## src/rtl/shift_fifo_pkg.sv

```systemverilog
// Shared definitions for the shift-register FIFO.
// Holds the default WIDTH/DEPTH used by both the register chain and
// its reader, and the helper that sizes the entry counter.
package shift_fifo_pkg;

  localparam int unsigned DEFAULT_WIDTH = 32;
  localparam int unsigned DEFAULT_DEPTH = 16;

  // Counter must represent 0..DEPTH inclusive.
  function automatic int unsigned count_width(input int unsigned depth);
    return $clog2(depth + 1);
  endfunction

endpackage

```

## src/rtl/shift_fifo_reader_tap_select.sv

```systemverilog
// tap_select: combinational DEPTH:1 mux that picks the oldest valid tap.
// Ports:
//   taps_i  - parallel chain contents, tap 0 newest
//   count_i - number of valid chain entries (0..DEPTH)
//   data_o  - taps_i[count_i-1], or 0 when count_i is 0
module tap_select
  import shift_fifo_pkg::*;
#(
  parameter int unsigned WIDTH = DEFAULT_WIDTH,
  parameter int unsigned DEPTH = DEFAULT_DEPTH
) (
  input  logic [DEPTH-1:0][WIDTH-1:0]      taps_i,
  input  logic [count_width(DEPTH)-1:0]    count_i,
  output logic [WIDTH-1:0]                 data_o
);

  localparam int unsigned CW = count_width(DEPTH);

  // Matching against i+1 avoids a subtract and yields 0 for count 0.
  always_comb begin
    data_o = '0;
    for (int unsigned i = 0; i < DEPTH; i++) begin
      if (count_i == CW'(i + 1)) begin
        data_o = taps_i[i];
      end
    end
  end

endmodule

```

## src/rtl/shift_fifo_reader.sv

```systemverilog
// shift_fifo_reader: read side of a shift-register FIFO.
// Tracks how many chain entries are valid, selects the oldest one and
// moves it into a registered valid/ready output stage.
// Ports:
//   clk_i      - clock, rising edge
//   rst_i      - synchronous active-low reset
//   push_i     - write strobe that shifts the chain at this edge
//   taps_i     - chain contents, tap 0 newest
//   ready_i    - consumer accepts data_o this cycle
//   valid_o    - data_o holds a valid entry
//   data_o     - oldest entry, registered
//   count_o    - valid entries still in the chain (excludes output stage)
//   full_o     - count_o == DEPTH
//   empty_o    - nothing in chain and nothing in the output stage
//   overflow_o - sticky: push while full with no load
module shift_fifo_reader
  import shift_fifo_pkg::*;
#(
  parameter int unsigned WIDTH = DEFAULT_WIDTH,
  parameter int unsigned DEPTH = DEFAULT_DEPTH
) (
  input  logic                           clk_i,
  input  logic                           rst_i,
  input  logic                           push_i,
  input  logic [DEPTH-1:0][WIDTH-1:0]    taps_i,
  input  logic                           ready_i,
  output logic                           valid_o,
  output logic [WIDTH-1:0]               data_o,
  output logic [count_width(DEPTH)-1:0]  count_o,
  output logic                           full_o,
  output logic                           empty_o,
  output logic                           overflow_o
);

  localparam int unsigned CW = count_width(DEPTH);
  localparam logic [CW-1:0] COUNT_MAX = CW'(DEPTH);

  logic [CW-1:0]    count_q, count_d;
  logic             valid_q, valid_d;
  logic [WIDTH-1:0] data_q, data_d;
  logic             overflow_q, overflow_d;
  logic [WIDTH-1:0] oldest;
  logic             load;
  logic             is_full;

  tap_select #(
    .WIDTH (WIDTH),
    .DEPTH (DEPTH)
  ) u_tap_select (
    .taps_i  (taps_i),
    .count_i (count_q),
    .data_o  (oldest)
  );

  assign is_full = (count_q == COUNT_MAX);
  assign load    = (count_q != '0) && (!valid_q || ready_i);

  always_comb begin
    count_d    = count_q;
    overflow_d = overflow_q;
    valid_d    = valid_q;
    data_d     = data_q;

    // Taps are pre-shift, so count-1 still addresses the oldest entry even
    // when a push shifts the chain at this same edge.
    if (load) begin
      data_d  = oldest;
      valid_d = 1'b1;
    end else if (valid_q && ready_i) begin
      valid_d = 1'b0;
    end

    if (push_i && !load) begin
      if (is_full) begin
        // Chain drops its oldest tap; count stays saturated.
        overflow_d = 1'b1;
      end else begin
        count_d = count_q + CW'(1);
      end
    end else if (load && !push_i) begin
      count_d = count_q - CW'(1);
    end
  end

  always_ff @(posedge clk_i) begin
    if (!rst_i) begin
      count_q    <= '0;
      valid_q    <= 1'b0;
      data_q     <= '0;
      overflow_q <= 1'b0;
    end else begin
      count_q    <= count_d;
      valid_q    <= valid_d;
      data_q     <= data_d;
      overflow_q <= overflow_d;
    end
  end

  assign valid_o    = valid_q;
  assign data_o     = data_q;
  assign count_o    = count_q;
  assign full_o     = is_full;
  assign empty_o    = (count_q == '0) && !valid_q;
  assign overflow_o = overflow_q;

endmodule

```

## config.mk

```make
export PLATFORM = sky130hd
export DESIGN_NAME = shift_fifo_reader
export DESIGN_NICKNAME = d
export VERILOG_FILES = /design/src/rtl/shift_fifo_pkg.sv /design/src/rtl/shift_fifo_reader_tap_select.sv /design/src/rtl/shift_fifo_reader.sv
export SDC_FILE = /design/constraint.sdc
export NUM_CORES = 1
export LEC_CHECK = 0
export ABC_AREA = 0
export BUFFER_PORTS_ARGS = -buffer_cell sky130_fd_sc_hd__buf_2
export CAP_MARGIN = 20
export CELL_PAD_IN_SITES_DETAIL_PLACEMENT = 0
export CELL_PAD_IN_SITES_GLOBAL_PLACEMENT = 1
export CORE_AREA = 4 4 216 218
export DETAILED_ROUTE_END_ITERATION = 8
export DIE_AREA = 0 0 220 222
export PLACE_DENSITY = 0.53
export SYNTH_ARGS = -nofsm -noshare
export SYNTH_HDL_FRONTEND = slang
export SYNTH_SLANG_ARGS = --single-unit
```

## constraint.sdc

```tcl
create_clock -name clk_i -period 3.85 [get_ports clk_i]
set_clock_uncertainty 0.05 [all_clocks]
set_input_delay 0 -clock clk_i [delete_from_list [all_inputs] [get_ports clk_i]]
set_output_delay 0 -clock clk_i [all_outputs]
set_load 0.01 [all_outputs]
```

==> impl_metrics.yaml, run 1 <==
run_status:
  status: "finished, final reports clean"
pwr:
  ir_worst_vdd_mv: 0.270
  clkPwrFrac: 0.069
  swShare: 0.594
  p_per_area_nw_per_um2: 649
  intPower_mw: 2.85
  leakage_nw: 4.71
  p_comb_frac: 0.819
  seqPwrFrac: 0.112
  switching_power_mw: 4.17
yosys:
  synthDistinctLibCells: 80
  ys_async_sr_fraction: 0
  yosysWarningCount: 0
  ys.flop_type: "dfxtp_1"
  avgSynthCellArea_um2: 6.37
  synth_top_area_frac: 0.109
  seq_area_frac_synth: 0.109
  synth_area_um2: 7150
  synth_edf_count: 0
  ys_ff_latch: 39
  synth_top_area_cell: "dfxtp_1"
  synthCells: 1122
  syn_nets: 1644
  synth.top_cells.by_area: "dfxtp_1, a21oi_1, nand2_1"
final_layout:
  fin_area_um2: 10800
  syn2layout_area_growth_pct: 51.3
  fin_nets: 2138
  fin_util: 0.241
  fill_cells: 5202
  layout_common_cells: "buf_2, nand2_1, a21oi_1"
  final_layout_size_suffix_gt1_frac: 0.412
  layout_commonest_cell: "buf_2"
placed_design:
  post_dp_cell_area_um2: 10700
  pre_cts_ws_ps: 497
  dp.final_hpwl_mm: 51.0
  io_buffers: 556
  place_congestion: 0.915
clock_network:
  cts_max_path_buffers: 2
  cts_tree: "yes"
  cts_buffers: 5
  cts_setup_buffers: 0
  path_clk_slew_ps: 70
  cts_sinks: 39
  cts_resized: 0
  root_buffer: "clkbuf_16"
  insertion_delay_ps: 300
  hold_buffers: 0
  h-tree-depth: 2
sta:
  slew_headroom: 0.295
  tightest_slew_ps: 1050
  setup_ws_ps: 395
  setup_violations: 0
  max_freq_mhz: 289
  timing.hold.ws_ps: 3.19
  setup_tns_ps: 0
  hold_viol_final: 0
  fin_crit_ps: 3460
  drv_slew: 0
  period_share: 0.897
  rsz0062_at_grt: "false"
floorplan:
  ios: 557
  initial_utilization: 0.159
  dieArea_um2: 48800
  die_y_um: 222
  die_w_um: 220
  placement_rows: 78
  core_um2: 44900
grt:
  grt_pass1_vias: 11900
  grt_start_max_net_pins: 43
  grt_pass1_wl_mm: 84.7
  grt_use_total: 0.238
  grt_overflow: 0
  antenna_found_initial: 17
worst_setup_path:
  worstPathCellList: "buf_4 > nor4bb_4 > buf_4 > nor3_1 > or3_1 > nor4_1 > o311a_1"
  end_kind: "flip-flop"
  critPathMostFrequentCell: "buf_4"
  worstPathArrival_ps: 3660
  worstSetupStartpointType: "flip-flop"
  crit_path_max_fanout: 33
  slowest_stage: "dfxtp_2"
  crit_required_ps: 4050
  crit_path_max_incr_delay_ps: 750
  setup.worst_path.class: "reg -> reg"
job:
  cap_violations: 0
route:
  top_layer_used: "met5"
  wl_met1_mm: 26.3
  drc: 0
  drtPass1Iterations: 5
  vias: 11700
  vias_per_cell: 5.26
  drt_iter0_markers: 971
  wirelength_mm: 62.1
  dr_wl_met2_mm: 28.4
  wire_per_inst_um: 27.9
  dr_wl_met3_mm: 5.56
  ant_nets: 0
min_path:
  hold_path.class: "in -> reg"
## state kept, by name (all words and copies together) (netlist names)
register,count
data_o,32
overflow_o,1
valid_o,1
count_o,5
## stage by stage
step	power, mW	instances
2_1_floorplan	3.87	1122
3_3_place_gp	6.46	2209
3_5_place_dp	6.49	2209
4_1_cts	6.99	2217
5_1_grt	7.46	2220
6_report	7.02	2222
## worst max-delay path: cells and delay by family, from the launching register on
| family | cells | cell delay (ps) |
|---|---|---|
| AOI/OAI and AO/OA | 1 | 250 |
| DFF | 1 | 750 |
| buffers and inverters | 2 | 740 |
| and+or+nand+nor | 4 | 1580 |
## Yosys cell counts (all sizes together) (13+ instances only)
library cell	number
a22oi	36
a21oi	110
nor4	17
a311oi	24
a211oi	29
o22ai	30
nand4	13
o211ai	20
nor2b	15
dfxtp	39
nand3	25
and2	20
nor3	60
nand2b	17
o2111ai	20
buf	55
a221o	14
nor2	78
a32oi	17
o31ai	30
clkbuf	73
o21ai	76
nand2	119
inv	32
## final timing paths
check	end	slack, ps	cells past startpoint	start
max	data_o[2]	390	7	count_o[3]
min	overflow_o	3	3	push_i
max reg2reg	data_o[2]	390	7	count_o[3]
min reg2reg	data_o[25]	460	2	data_o[25]
## power by group through the flow
stage               registers, mW  clock network [mW]  logic [mW]
floorplan                   0.734                   0        3.14
global placement            0.785                   0        5.68
detailed placement          0.792                   0        5.70
CTS                         0.782               0.494        5.72
global route                0.812               0.510        6.14
finish                      0.784               0.485        5.76
## kinds of logic after synthesis
kind of cell,share of synthesized area
AND/OR/NAND/NOR,0.317
flip-flops,0.109
XOR/XNOR,0.00367
multiplexers,0.00315
AO/OA/AOI/OAI,0.461
adder cells (fa/ha/maj),0.0105
buffers and inverters,0.0952
## per-layer routing
| layer | GRT usage | vias up |
|---|---|---|
| li1 | - | 5332 |
| met5 | 0 | - |
| met2 | 0.387 | 652 |
| met4 | 0.0673 | 16 |
| met1 | 0.310 | 5586 |
| met3 | 0.0625 | 99 |
## area by class of cell
type                    count  area (um^2)  share of cell area
diodes                      5         12.5             0.00116
clock buffers               8          156              0.0145
inverters                  33          124              0.0114
multi-input cells         922         5750               0.532
flip-flops and latches     39          785              0.0725
well taps                 600          751              0.0694
repair buffers            615         3240               0.299
No activity file was read; power rests on OpenSTA's default activity.
==> inputs of run 2 (changes only) <==
RECOVER_POWER = 100   (was unset)
==> run 2 against run 1 <==
- the run now ends with hold timing left
- non-clock buffer count unchanged
- sequential power about the same
- core utilization down 0.17 points
- clock power about the same
- combinational power down 2%
- critical path type unchanged
- largest cell class unchanged
==> impl_metrics.yaml, run 2 (same netlist as run 1, synthesis figures left out) <==
route:
  drc: 0
  wirelength_mm: 62.0
  drt_iter0_markers: 966
  ant_nets: 0
  vias: 11700
  drtPass1Iterations: 6
  wire_per_inst_um: 27.9
  vias_per_cell: 5.24
worst_setup_path:
  r2r_start: "count_o[3]"
  worstPathCellList: "clkbuf_2 > nor4bb_4 > buf_4 > nor3_1 > or3_1 > nor4_1 > o311a_1"
  crit_path_max_incr_delay_ps: 750
  r2r-end: "data_o[2]"
  setup.worst_path.class: "reg -> reg"
  crit_path_max_fanout: 33
  endpoint: "data_o[2]"
  crit_required_ps: 4050
  reg2reg_slack_ps: 290
  crit_buf_inv: 2
  path_depth: 7
  cpLargestDelayFamily: "simple AND/OR/NAND/NOR gates"
  worstSetupStartpointType: "flip-flop"
  worstPathArrival_ps: 3760
  rr_worst_depth: 7
  startpoint: "count_o[3]"
  slowest_stage: "dfxtp_2"
  end_kind: "flip-flop"
grt:
  grt_pass1_wl_mm: 84.7
  grt_overflow: 0
  grt_start_max_net_pins: 43
  antenna_found_initial: 17
  grt_use_total: 0.238
  grt_pass1_vias: 11900
sta:
  tightest_slew_ps: 991
  timing.hold.ws_ps: -5.61
  setup_ws_ps: 285
  hold_viol_final: 1
  rsz0062_at_grt: "false"
  max_freq_mhz: 281
  slew_headroom: 0.337
  drv_slew: 0
  setup_violations: 0
  period_share: 0.926
  setup_tns_ps: 0
  fin_crit_ps: 3560
pwr:
  leakage_nw: 4.55
  p_per_area_nw_per_um2: 644
  power.total_mw: 6.92
  ir_worst_vdd_mv: 0.268
final_layout:
  largest_register_ffs: 32
  fin_util: 0.239
  fin_nets: 2138
  syn2layout_area_growth_pct: 50.2
  layout_commonest_cell: "buf_2"
  layout_common_cells: "buf_2, nand2_1, a21oi_1"
  final_layout_size_suffix_gt1_frac: 0.385
clock_network:
  cts_tree: "yes"
  h-tree-depth: 2
  cts_buffers: 5
  path_clk_slew_ps: 70
  cts_sinks: 39
  hold_buffers: 0
  cts_setup_buffers: 0
  insertion_delay_ps: 300
  cts_resized: 0
  cts_max_path_buffers: 2
  root_buffer: "clkbuf_16"
placed_design:
  place_congestion: 0.915
  pre_cts_ws_ps: 497
  dp.final_hpwl_mm: 51.0
  io_buffers: 556
floorplan:
  die_y_um: 222
  die_w_um: 220
  ios: 557
  initial_utilization: 0.159
  placement_rows: 78
  dieArea_um2: 48800
  core_um2: 44900
job:
  cap_violations: 0
run_status:
  violations: "hold timing"
  status: "complete, but fails checks"
min_path:
  min_from: "push_i"
  hold_path.class: "in -> reg"
[run 2: changes by cell type in the layout (fill, tap and decap cells not counted)]
cell      change
buf_4         -7
a211oi_2      -1
buf_2        -36
dfxtp_2       -2
clkbuf_2      +3
a211oi_1      +1
dfxtp_1       +2
clkbuf_1     +40
[run 2: power by group]
group | switching (mW) | internal, mW | leakage [nW]
clock | 0.205 | 0.278 | 0.0772
combinational | 3.72 | 1.94 | 4.15
sequential | 0.220 | 0.566 | 0.321
total | 4.14 | 2.78 | 4.55
[run 2: layout make-up]
type / instances / area [um^2]
Inverter: 33 / 124
Multi-Input combinational cell: 922 / 5750
Fill cell: 5227 / 34100
Antenna cell: 5 / 12.5
Tap cell: 600 / 751
Clock buffer: 8 / 156
Timing Repair Buffer: 615 / 3170
Sequential cell: 39 / 782
[run 2: worst reg2reg max path, stage by stage, from the launching register on]
cell and delay (ps):
dfxtp_2 750, clkbuf_2 400, nor4bb_4 470, buf_4 420
nor3_1 120, or3_1 350, nor4_1 710, o311a_1 250
[run 2: layer usage]
metal	share of wire	GRT usage
met4	0.029	0.0673
met2	0.46	0.387
met5	0.0015	0
met1	0.42	0.310
met3	0.090	0.0625
[run 2: worst min-delay path by stage]
stage,slack (ps),endpoint,cells past startpoint
after floorplan,100,overflow_o,2
after global placement,300,data_o[17],3
after detailed placement,320,overflow_o,3
after CTS,3,overflow_o,3
after global routing,30,overflow_o,3
final,-6,overflow_o,3
[run 2: metrics by stage]
stage | instance area, um^2 | instances
floorplan | 7150 | 1122
global placement | 10700 | 2209
detailed placement | 10700 | 2209
CTS | 10800 | 2217
global route | 10700 | 2220
finish | 10700 | 2222
==> inputs of run 3 (changes only) <==
REMOVE_ABC_BUFFERS = 1   (was unset)
==> run 3 against run 2 <==
- the flow now finishes without violations
- global-route usage shrank 0.60 points
- die area unchanged
- total power down 2.6%
- fmax rose by 2.0%
- sequential power is 2.8% higher
- largest cell class unchanged
==> impl_metrics.yaml, run 3 (same netlist as run 1, synthesis figures left out) <==
placed_design:
  io_buffers: 556
  pre_cts_ws_ps: 588
  post_dp_cell_area_um2: 10600
  place_congestion: 0.910
  dp.cells: 2204
  dp.final_hpwl_mm: 49.6
worst_setup_path:
  crit_path_max_fanout: 33
  worstSetupStartpointType: "flip-flop"
  r2r-end: "data_o[19]"
  end_kind: "flip-flop"
  rr_worst_depth: 8
  crit_required_ps: 4010
  reg2reg_slack_ps: 360
  worstPathArrival_ps: 3650
  setup.worst_path.class: "reg -> reg"
  r2r_start: "count_o[4]"
sta:
  setup_ws_ps: 356
  setup_violations: 0
  fin_crit_ps: 3490
  drv_slew: 0
  hold_viol_final: 0
  max_freq_mhz: 286
  timing.hold.ws_ps: 2.32
  tightest_slew_ps: 1310
  slew_headroom: 0.128
  period_share: 0.908
  rsz0062_at_grt: "false"
clock_network:
  cts_setup_buffers: 0
  cts_max_path_buffers: 2
  insertion_delay_ps: 310
  cts_buffers: 5
  cts_tree: "yes"
  root_buffer: "clkbuf_16"
  cts_sinks: 39
  h-tree-depth: 2
  path_clk_slew_ps: 70
min_path:
  whs_endpoint: "overflow_o"
  min_from: "push_i"
  hold_path.class: "in -> reg"
  worstHoldPathCells: 3
floorplan:
  dieArea_um2: 48800
  initial_utilization: 0.159
  placement_rows: 78
  die_y_um: 222
  die_w_um: 220
  ios: 557
  core_um2: 44900
final_layout:
  fin_nets: 2135
  fin_area_um2: 10800
  largest_register_ffs: 32
  final_layout_size_suffix_gt1_frac: 0.384
  fill_cells: 5253
  multi_input_area_um2: 5760
  syn2layout_area_growth_pct: 50.4
  layout_common_cells: "buf_2, nand2_1, a21oi_1"
  fin_cells: 2224
  seq_area_um2: 781
  layout_commonest_cell: "buf_2"
grt:
  grt_start_max_net_pins: 42
  grt_pass1_vias: 11600
  grt_use_total: 0.232
  grt_overflow: 0
  grt_pass1_wl_mm: 83.4
  antenna_found_initial: 18
route:
  vias_per_cell: 5.22
  wirelength_mm: 60.3
  drt_iter0_markers: 979
  vias: 11600
  drc: 0
  ant_nets: 0
  wire_per_inst_um: 27.1
  drtPass1Iterations: 5
pwr:
  power.total_mw: 6.74
  leakage_nw: 4.54
  ir_worst_vdd_mv: 0.252
  p_per_area_nw_per_um2: 627
run_status:
  status: "finished, final reports clean"
job:
  cap_violations: 0
[run 3: what timing repair did]
item | CTS | global route
hold buffers | 1 | 0
endpoints found under the hold margin | 1 | 0
gates resized for setup | 0 | 0
[run 3: layout make-up]
type / instances / share of cell area
Multi-Input combinational cell: 922 / 0.536
Timing Repair Buffer: 612 / 0.294
Sequential cell: 39 / 0.0726
Tap cell: 600 / 0.0698
Clock buffer: 5 / 0.0116
Inverter: 33 / 0.0115
Antenna cell: 10 / 0.00233
Clock inverter: 3 / 0.00186
[run 3: worst max-delay path: stages (launching register included)]
cell      delay (ps)
dfxtp_1         1190
clkbuf_2         520
and4bb_2         310
buf_4            220
nand3_1          100
o21ai_0          140
o31ai_1          520
buf_4            240
a21oi_1           60
[run 3: per-layer routing]
metal,vias up,GRT usage,wire length [um]
met1,5616,0.301,25200
met5,-,0,87
li1,5340,-,-
met2,554,0.394,29100
met3,77,0.0502,4720
met4,14,0.0494,1140
[run 3: how the worst max path moves through the flow]
stage | cells after the start | startpoint | end
2_1_floorplan | 6 | count_o[1] | data_o[0]
3_3_place_gp | 8 | count_o[1] | data_o[19]
3_5_place_dp | 8 | count_o[1] | data_o[4]
4_1_cts | 8 | count_o[1] | data_o[4]
5_1_grt | 10 | count_o[0] | count_o[3]
6_report | 8 | count_o[4] | data_o[19]
[run 3: power breakdown]
group | internal (mW) | total (mW) | switching [mW] | leakage, nW
combinational | 1.94 | 5.47 | 3.53 | 4.15
clock | 0.240 | 0.465 | 0.224 | 0.0659
sequential | 0.565 | 0.808 | 0.243 | 0.321
total | 2.74 | 6.74 | 4.00 | 4.54
[run 3: per-stage QoR]
| stage | utilization | setup TNS [ps] |
|---|---|---|
| after floorplan | - | -12110 |
| after global placement | 0.237 | 0 |
| after detailed placement | 0.237 | 0 |
| after CTS | 0.240 | 0 |
| after global routing | 0.239 | 0 |
| final | 0.240 | 0 |
